$ cat config.mk
export PLATFORM = sky130hd
export DESIGN_NAME = mem_port_arbiter
export DESIGN_NICKNAME = d
export VERILOG_FILES = /design/src/rtl/mips_mem_pkg.sv /design/src/rtl/mem_access_timer.sv /design/src/rtl/mem_port_arbiter.sv
export SDC_FILE = /design/constraint.sdc
export NUM_CORES = 1
export LEC_CHECK = 0
export ABC_AREA = 0
export ABC_CLOCK_PERIOD_IN_PS = 1300
export CAP_MARGIN = 20
export CORE_ASPECT_RATIO = 2
export CORE_MARGIN = 1.5
export CORE_UTILIZATION = 30
export CTS_CLUSTER_SIZE = 10
export DETAILED_ROUTE_END_ITERATION = 10
export PLACE_DENSITY_LB_ADDON = 0.15
export SLEW_MARGIN = 25
export SYNTH_ARGS = -nofsm -noshare
export SYNTH_HDL_FRONTEND = slang
export SYNTH_SLANG_ARGS = --single-unit
$ cat constraint.sdc
create_clock -name clk -period 1.3 [get_ports clk]
set_clock_uncertainty 0.05 [all_clocks]
set_input_delay 0.13 -clock clk [delete_from_list [all_inputs] [get_ports clk]]
set_output_delay 0.13 -clock clk [all_outputs]
set_load 0.01 [all_outputs]
$ cat src/rtl/mips_mem_pkg.sv
`default_nettype none
// ============================================================================
// Module   : mips_mem_pkg
// Purpose  : Shared types and helpers for the unified-memory port arbiter.
// Revision : 1.0  initial release
// ============================================================================
package mips_mem_pkg;

    // Which pipeline stage owns the current memory access.
    typedef enum logic [0:0] {
        OWN_IF = 1'b0,
        OWN_D  = 1'b1
    } owner_t;

    // Arbiter sequencing states.
    typedef enum logic [0:0] {
        ST_IDLE   = 1'b0,
        ST_ACCESS = 1'b1
    } state_t;

    // Ceiling log2 of v (0 for v <= 1).
    function automatic int clog2(input int v);
        int r;
        r = 0;
        for (int i = 0; i < 31; i++) begin
            if ((1 << i) < v) begin
                r = i + 1;
            end
        end
        return r;
    endfunction

    // Counter width able to hold MEM_LATENCY-1, never narrower than one bit.
    function automatic int cnt_width(input int lat);
        return (clog2(lat) < 1) ? 1 : clog2(lat);
    endfunction

endpackage
`default_nettype wire

$ cat src/rtl/mem_access_timer.sv
`default_nettype none
// ============================================================================
// Module   : mem_access_timer
// Purpose  : Load/decrement access counter with a terminal-count flag.
// Revision : 1.0  initial release
// ============================================================================
module mem_access_timer #(
    parameter int CNT_W = 1
) (
    input  logic             clk,
    input  logic             reset,
    input  logic             i_load,
    input  logic [CNT_W-1:0] i_load_val,
    input  logic             i_dec,
    output logic             o_done
);

    logic [CNT_W-1:0] r_cnt;

    // Load on grant, count down while the access is running, park at zero.
    always_ff @(posedge clk) begin
        if (reset) begin
            r_cnt <= '0;
        end else if (i_load) begin
            r_cnt <= i_load_val;
        end else if (i_dec && (r_cnt != '0)) begin
            r_cnt <= r_cnt - CNT_W'(1);
        end
    end

    assign o_done = (r_cnt == '0);

endmodule
`default_nettype wire

$ cat src/rtl/mem_port_arbiter.sv
`default_nettype none
// ============================================================================
// Module   : mem_port_arbiter
// Purpose  : Shares one single-ported memory between the IF and MEM stages,
//            with alternating priority under contention and per-stage stalls.
// Revision : 1.0  initial release
// ============================================================================
module mem_port_arbiter
    import mips_mem_pkg::*;
#(
    parameter int MEM_LATENCY = 1,
    parameter int DATA_W      = 32
) (
    input  logic              clk,
    input  logic              reset,
    input  logic              if_req,
    input  logic [31:0]       if_addr,
    output logic [DATA_W-1:0] if_rdata,
    output logic              if_ack,
    input  logic              d_req,
    input  logic              d_we,
    input  logic [31:0]       d_addr,
    input  logic [DATA_W-1:0] d_wdata,
    output logic [DATA_W-1:0] d_rdata,
    output logic              d_ack,
    output logic              stall_if,
    output logic              stall_mem,
    output logic              mem_en,
    output logic              mem_we,
    output logic [29:0]       mem_addr,
    output logic [DATA_W-1:0] mem_wdata,
    input  logic [DATA_W-1:0] mem_rdata
);

    localparam int                 c_CNT_W = cnt_width(MEM_LATENCY);
    localparam logic [c_CNT_W-1:0] c_LOAD  = c_CNT_W'(MEM_LATENCY - 1);

    state_t              r_state;
    state_t              w_state_nxt;
    owner_t              r_owner;
    owner_t              r_last_owner;
    owner_t              w_grant_owner;
    logic                r_we;
    logic [29:0]         r_addr;
    logic [DATA_W-1:0]   r_wdata;
    logic                w_grant;
    logic                w_final;
    logic                w_done;

    // Byte-lane bits are not used: the memory is word addressed.
    logic w_unused_addr_lsbs;
    assign w_unused_addr_lsbs = ^{if_addr[1:0], d_addr[1:0]};

    // Counts the held cycles of the current access.
    mem_access_timer #(
        .CNT_W (c_CNT_W)
    ) u_timer (
        .clk        (clk),
        .reset      (reset),
        .i_load     (w_grant),
        .i_load_val (c_LOAD),
        .i_dec      (r_state == ST_ACCESS),
        .o_done     (w_done)
    );

    // Winner selection: under contention the side not served last wins.
    always_comb begin
        w_grant_owner = OWN_D;
        if (if_req && d_req) begin
            w_grant_owner = (r_last_owner == OWN_D) ? OWN_IF : OWN_D;
        end else if (if_req) begin
            w_grant_owner = OWN_IF;
        end
    end

    // Next-state logic and memory/ack outputs.
    always_comb begin
        w_state_nxt = r_state;
        w_grant     = 1'b0;
        w_final     = 1'b0;
        mem_en      = 1'b0;
        mem_we      = 1'b0;
        if_ack      = 1'b0;
        d_ack       = 1'b0;
        if_rdata    = '0;
        d_rdata     = '0;
        case (r_state)
            ST_IDLE: begin
                if (if_req || d_req) begin
                    w_grant     = 1'b1;
                    w_state_nxt = ST_ACCESS;
                end
            end
            ST_ACCESS: begin
                mem_en = 1'b1;
                if (w_done) begin
                    w_final     = 1'b1;
                    w_state_nxt = ST_IDLE;
                    mem_we      = r_we;
                    if (r_owner == OWN_IF) begin
                        if_ack   = 1'b1;
                        if_rdata = mem_rdata;
                    end else begin
                        d_ack   = 1'b1;
                        d_rdata = mem_rdata;
                    end
                end
            end
            default: begin
                w_state_nxt = ST_IDLE;
            end
        endcase
    end

    // State register.
    always_ff @(posedge clk) begin
        if (reset) begin
            r_state <= ST_IDLE;
        end else begin
            r_state <= w_state_nxt;
        end
    end

    // Capture request at grant; remember who was served on completion.
    always_ff @(posedge clk) begin
        if (reset) begin
            r_owner      <= OWN_IF;
            r_last_owner <= OWN_D;
            r_addr       <= '0;
            r_wdata      <= '0;
            r_we         <= 1'b0;
        end else begin
            if (w_grant) begin
                r_owner <= w_grant_owner;
                r_addr  <= (w_grant_owner == OWN_IF) ? if_addr[31:2] : d_addr[31:2];
                r_wdata <= d_wdata;
                r_we    <= d_we && (w_grant_owner == OWN_D);
            end
            if (w_final) begin
                r_last_owner <= r_owner;
            end
        end
    end

    assign mem_addr  = r_addr;
    assign mem_wdata = r_wdata;
    assign stall_if  = if_req & ~if_ack;
    assign stall_mem = d_req & ~d_ack;

endmodule
`default_nettype wire

==> reports/results.ini, run 1 <==
[yosys]
yosysWarnings=0
synthSimpleGateAreaFrac_pct=29.9
synth_top_family_by_area=simple AND/OR/NAND/NOR gates
synth-adder-area-share_pct=0
syn_inst=411
syn_nets=544
ys_types=25
synth_top_cell_area_share_pct=40.9
synthTopCellsByArea=dfxtp_1 (41%), a311oi_2 (8.2%), nand2_1 (7.4%), and2_1 (6.5%), and3_1 (6.1%)
synth_compound_area_share_pct=22.4
syn_area_per_cell_um2=7.99
synth_top_cell_by_area=dfxtp_1
ys_seq_area_share_pct=40.9
ys_ff_latch=67
synth_area_mm2=0.00328
synth_xor_xnor_area_share_pct=0
synthMuxAreaShare_pct=0

[worst_setup_path]
start_kind=flop
cp.arrival_ns=1.48
path_class=flop to output port
crit_slowest_cell=dfxtp_4
endpoint_kind=output port
cp_max_fo=8
slowest_delay_ns=0.36
crit_chain=nor2b_4 -> buf_6 -> buf_16 -> and2_4 -> nor2b_4 -> buf_6
cp_data_required_time_ns=1.12

[worst_hold_path]
hold_path_class=input port to flop

[power_and_ir_drop]
leakagePower_nw=3.52
seqPwrFrac_pct=31.0
switchingPower_mw=2.21
cell_internal_pwr_mw=5.32
ir_drop_mv=0.816
power_frac_clock_pct=32.6
combPwrFrac_pct=36.4
swShare_pct=29.4
p_per_area_mw_per_mm2=970

[sta]
report.final.slew_viol_count=0
fin_crit_sh_pct=128
hold_violations=0
fin_crit_ns=1.66
maxSlewHeadroom_pct=78.3
setup_viol=133
fmax_mhz=602
grt_setup_unrepaired=yes
setup_tns_ns=-26.95
fin_hold_ws_ns=0.104
max_slew.worst_pin.slew_ns=0.325
worst_slack_ns=-0.361

[drt]
drt-pass1-iter-count=4
drt-wirelength-per-cell_um=18.7
drt_first_iter_violations=104
wirelength_mm=16.0
ant_nets=0
vias=4387
drc=0
vias_per_cell=5.14

[global_route]
grt_usage_pct=25.0
grt_pass1_wl_mm=22.6
grt_max_degree=35
grt-ovfl-total=0
antenna_found_initial=0
grt_pass1_vias=4382

[cts]
cts_root_buffer=clkbuf_16
path_clk_slew_ns=0.06
clockBufferDepth=2
numClockSinks=67
cts_tree=done
insertion_delay_ns=0.32
hold_buffers=0
htreeDepth=3
cts_buffers=9

[finish]
drive_gt1_share_pct=42.6
final_area_mm2=0.00776
fin_nets=844
seq_area_mm2=0.00135
multiInputGateArea_mm2=0.00232
fillers=806
areaGrowthSynthToFinish_pct=136
fin_cells=853
diodes=0

[place]
dp_slack_ns=-0.445
io_buffers=260
dp.cells=793
place_congestion=0.734
dp_hpwl_mm=9.48
post_dp_cell_area_mm2=0.00615

[die]
start_util_pct=30.9
rows=53
die_x_um=77.0
dieArea_mm2=0.0116
die_h_um=151
pin_count=265
core_area_mm2=0.0106

[status]
violations=negative setup slack
status=finished with violations

[job]
maxCapViolations=0

[synth_stat cells]
| library cell | instances |
|---|---|
| and3b_1 | 1 |
| nor2b_1 | 2 |
| nand2_1 | 65 |
| a211o_1 | 1 |
| o21bai_2 | 1 |
| buf_6 | 4 |
| inv_2 | 1 |
| buf_2 | 6 |
| buf_4 | 5 |
| and3_1 | 32 |
| nand2b_1 | 2 |
| clkbuf_1 | 27 |
| nand3_1 | 30 |
| a21oi_1 | 33 |
| o21ai_0 | 30 |
| and2_1 | 34 |
| o211ai_1 | 1 |
| a311oi_2 | 18 |
| and2b_1 | 1 |
| dfxtp_1 | 67 |
| a311oi_1 | 13 |
| clkbuf_2 | 1 |
| nor2_1 | 33 |
| nor3_1 | 2 |
| o21ba_1 | 1 |
[cell usage in the layout (no fill, tap or decap), types with 2 or more instances in the layout]
cell,count
clkdlybuf4s50_1,125
dfxtp_1,65
buf_6,63
dlygate4sd2_1,62
nand2_1,34
a21oi_2,31
o21ai_0,30
nand3_1,30
nand2_4,29
and2_4,28
buf_2,27
a311oi_2,24
nor2_1,21
and3_1,19
buf_4,16
buf_12,16
clkbuf_16,14
and3_4,13
buf_16,12
nor2_2,8
a311oi_1,7
and2_1,6
nor2_4,4
buf_8,4
nor2b_4,2
nand2_2,2
a21oi_1,2
nor3_1,2
clkinvlp_4,2
dlymetal6s2s_1,2
[final timing paths]
path	slack, ns	depth (start not counted)	startpoint	end
setup / recovery	-0.36	6	r_state	stall_mem
hold / removal	0.10	2	reset	mem_addr[15]
setup reg to reg	-0.17	7	r_state	mem_addr[27]
hold reg to reg	0.41	2	mem_wdata[2]	mem_wdata[2]
[power groups by stage]
stage | clock network (mW) | registers, mW | logic (mW)
after floorplan | 0 | 2.45 | 0.699
after global placement | 0 | 2.36 | 1.92
after detailed placement | 0 | 2.37 | 1.95
after CTS | 2.52 | 2.32 | 2.49
after global routing | 2.59 | 2.36 | 2.90
final | 2.45 | 2.34 | 2.74
[layer usage]
layer | wire, um | GRT usage [%] | part of all wire [%] | vias to the layer above
li1 | - | - | - | 2037
met1 | 5530 | 25.5 | 35 | 2084
met2 | 8800 | 47.3 | 55 | 214
met3 | 933 | 5.60 | 5.8 | 52
met4 | 703 | 12.3 | 4.4 | 0
met5 | 0 | 0 | 0 | -
[registers in the layout (all words and copies together), names as in the netlist]
register       cells
r_state            1
u_timer.r_cnt      1
r_owner            1
r_we               1
r_last_owner       1
mem_addr          30
mem_wdata         32
[critical path, delay by kind of cell, from the launching register on]
kind                   cells  cell delay (ns)
buffers and inverters      3             0.37
flip-flops                 1             0.36
AND/OR/NAND/NOR            3             0.43
[metrics by stage]
step	total power, mW	utilization, %
floorplan	3.15	-
global placement	4.28	58.0
detailed placement	4.31	58.0
CTS	7.33	67.7
global route	7.84	73.1
finish	7.53	73.1
[logic make-up after synthesis]
kind of cell           count (synthesis)
AOI/OAI and AO/OA                     98
buffers and inverters                 44
DFF                                   67
and+or+nand+nor                      202
[area by class of cell]
cell class	count	area share, %
clock buffer	10	2.95
inverter	1	0.0484
multi-input combinational	300	29.9
tap	137	2.21
sequential	67	17.3
timing repair buffer	332	46.6
clock inverter	6	0.951
[timing repair]
item,in CTS,in global routing
buffers inserted,24,9
pin swaps,50,74
resized for setup,454,156
setup endpoints to repair,188,134
cloned,19,6
Note: power is estimated with default switching activity, not from simulation.
==> run 2, diff against run 1 <==
SKIP_LAST_GASP = 1   (was unset)
==> run 2 against run 1 <==
  * The run still ends with negative setup slack left
  * Count of clock-buffer cells in the layout did not move
  * Critical endpoint unchanged
  * Cell area fell by 0.79%
  * Total power fell by 0.35%
==> reports/results.ini, run 2 (synthesized netlist as in run 1, its figures left out) <==
[global_route]
grt_max_degree=35  ; unchanged
grt_pass1_wl_mm=22.6  ; about the same
grt-ovfl-total=0  ; unchanged
grt_usage_pct=25.1  ; was 25.0%
antenna_found_initial=0  ; unchanged
grt_pass1_vias=4375  ; was 4382

[finish]
final_common_cell=clkdlybuf4s50_1  ; unchanged
fillers=831  ; was 806
drive_gt1_share_pct=41.8  ; was 42.6%
largest_reg_flops=32  ; unchanged
diodes=0  ; unchanged
fin_nets=846  ; was 844
layout_common_cells=clkdlybuf4s50_1 (125), dfxtp_1 (65), dlygate4sd2_1 (62)  ; was clkdlybuf4s50_1 (125), dfxtp_1 (65), buf_6 (63)
utilization_pct=72.6  ; was 73.1%
areaGrowthSynthToFinish_pct=135  ; was 136%

[cts]
clockBufferDepth=2  ; unchanged
path_clk_slew_ns=0.06  ; about the same
insertion_delay_ns=0.32  ; about the same
cts_buffers=9  ; unchanged
numClockSinks=67  ; unchanged
htreeDepth=3  ; unchanged
cts_tree=done  ; unchanged
cts_root_buffer=clkbuf_16  ; unchanged

[status]
violations=negative setup slack  ; unchanged
status=finished with violations  ; unchanged

[sta]
setup_tns_ns=-27.85  ; was -26.95 ns
worst_slack_ns=-0.356  ; was -0.361 ns
fin_crit_ns=1.66  ; about the same
fin_crit_sh_pct=127  ; was 128%
max_slew.worst_pin.slew_ns=0.327  ; was 0.325 ns
maxSlewHeadroom_pct=78.2  ; was 78.3%
hold_violations=0  ; unchanged
setup_viol=133  ; unchanged
report.final.slew_viol_count=0  ; unchanged
grt_setup_unrepaired=yes  ; unchanged
fmax_mhz=604  ; was 602 MHz

[worst_setup_path]
start_kind=flop  ; unchanged
ff2ff_setup_slack_ns=-0.21  ; was -0.17 ns
cp_data_required_time_ns=1.12  ; about the same
path_class=flop to output port  ; unchanged
cp_max_fo=8  ; unchanged
endpoint_kind=output port  ; unchanged
cp.arrival_ns=1.48  ; about the same

[drt]
wirelength_mm=16.2  ; was 16.0 mm
drt-wirelength-per-cell_um=18.9  ; was 18.7 um
drt_first_iter_violations=110  ; was 104
drt-pass1-iter-count=4  ; unchanged
drc=0  ; unchanged
vias=4411  ; was 4387
vias_per_cell=5.16  ; was 5.14
ant_nets=0  ; unchanged

[power_and_ir_drop]
ir_drop_mv=0.827  ; was 0.816 mV
leakagePower_nw=3.50  ; was 3.52 nW
seqPwrFrac_pct=31.1  ; was 31.0%
swShare_pct=29.5  ; was 29.4%
cell_internal_pwr_mw=5.29  ; was 5.32 mW
total_power_mw=7.50  ; was 7.53 mW
combPwrFrac_pct=36.2  ; was 36.4%
p_per_area_mw_per_mm2=975  ; was 970 mW/mm^2
switchingPower_mw=2.21  ; about the same
power_frac_clock_pct=32.7  ; was 32.6%

[job]
maxCapViolations=0  ; unchanged

[die]
core_area_mm2=0.0106  ; unchanged
die_h_um=151  ; unchanged
dieArea_mm2=0.0116  ; unchanged
start_util_pct=30.9  ; unchanged
pin_count=265  ; unchanged
die_x_um=77.0  ; unchanged
rows=53  ; unchanged

[place]
io_buffers=260  ; unchanged
dp_hpwl_mm=9.48  ; unchanged
place_congestion=0.734  ; unchanged

[worst_hold_path]
hold_path_class=input port to flop  ; unchanged

[run 2: cell count changes in the layout (fill, tap and decap cells not counted), sizes merged]
cell,delta
buf,+2
[run 2: worst paths after layout]
path	start	endpoint	depth (start not counted)
worst max-delay path	r_state	stall_mem	6
worst min-delay path	reset	r_owner	2
worst max register to register	r_state	mem_wdata[26]	8
worst min register to register	mem_wdata[26]	mem_wdata[26]	2
[run 2: power by group through the flow]
| stage | clock network [mW] | registers [mW] | logic, mW |
|---|---|---|---|
| after CTS | 2.52 | 2.32 | 2.49 |
| after floorplan | 0 | 2.45 | 0.699 |
| after detailed placement | 0 | 2.37 | 1.95 |
| after global placement | 0 | 2.36 | 1.92 |
| final | 2.46 | 2.33 | 2.72 |
| after global routing | 2.59 | 2.35 | 2.86 |
[run 2: worst max-delay path, stage by stage (launching register included)]
cell and delay [ns]:
dfxtp_4 0.36, nor2b_4 0.13, buf_6 0.13, buf_16 0.13
and2_4 0.17, nor2b_4 0.12, buf_6 0.11
[run 2: timing repair]
item,CTS,global route
cloned,19,6
endpoints found under the setup margin,188,134
pin swaps,49,76
setup buffers,24,14
resized for setup,450,152
hold buffers,0,0
endpoints found under the hold margin,0,0
[run 2: area by class of cell]
class | instances | area (um^2) | share of cell area, %
timing repair buffer | 334 | 3580 | 46.5
multi-input combinational | 300 | 2290 | 29.8
sequential | 67 | 1350 | 17.5
clock buffer | 10 | 229 | 2.97
tap | 137 | 171 | 2.23
clock inverter | 6 | 73.8 | 0.959
inverter | 1 | 3.75 | 0.0487
[run 2: stage by stage]
| stage | setup WS [ns] | std cells | hold WS [ns] | instance area [um^2] |
|---|---|---|---|---|
| after floorplan | 0.000465 | 411 | 0.216 | 3290 |
| after global placement | -0.398 | 793 | 0.392 | 6150 |
| after detailed placement | -0.445 | 793 | 0.396 | 6150 |
| after CTS | -0.412 | 850 | 0.0873 | 7180 |
| after global routing | -0.407 | 855 | 0.126 | 7700 |
| final | -0.356 | 855 | 0.109 | 7700 |
[run 2: routing by layer]
layer	part of all wire (%)	routed length (um)	global-route usage, %
met5	0	0	0
met4	3.8	612	11.6
met3	5.9	955	5.78
met2	55	8960	47.5
met1	35	5630	25.6
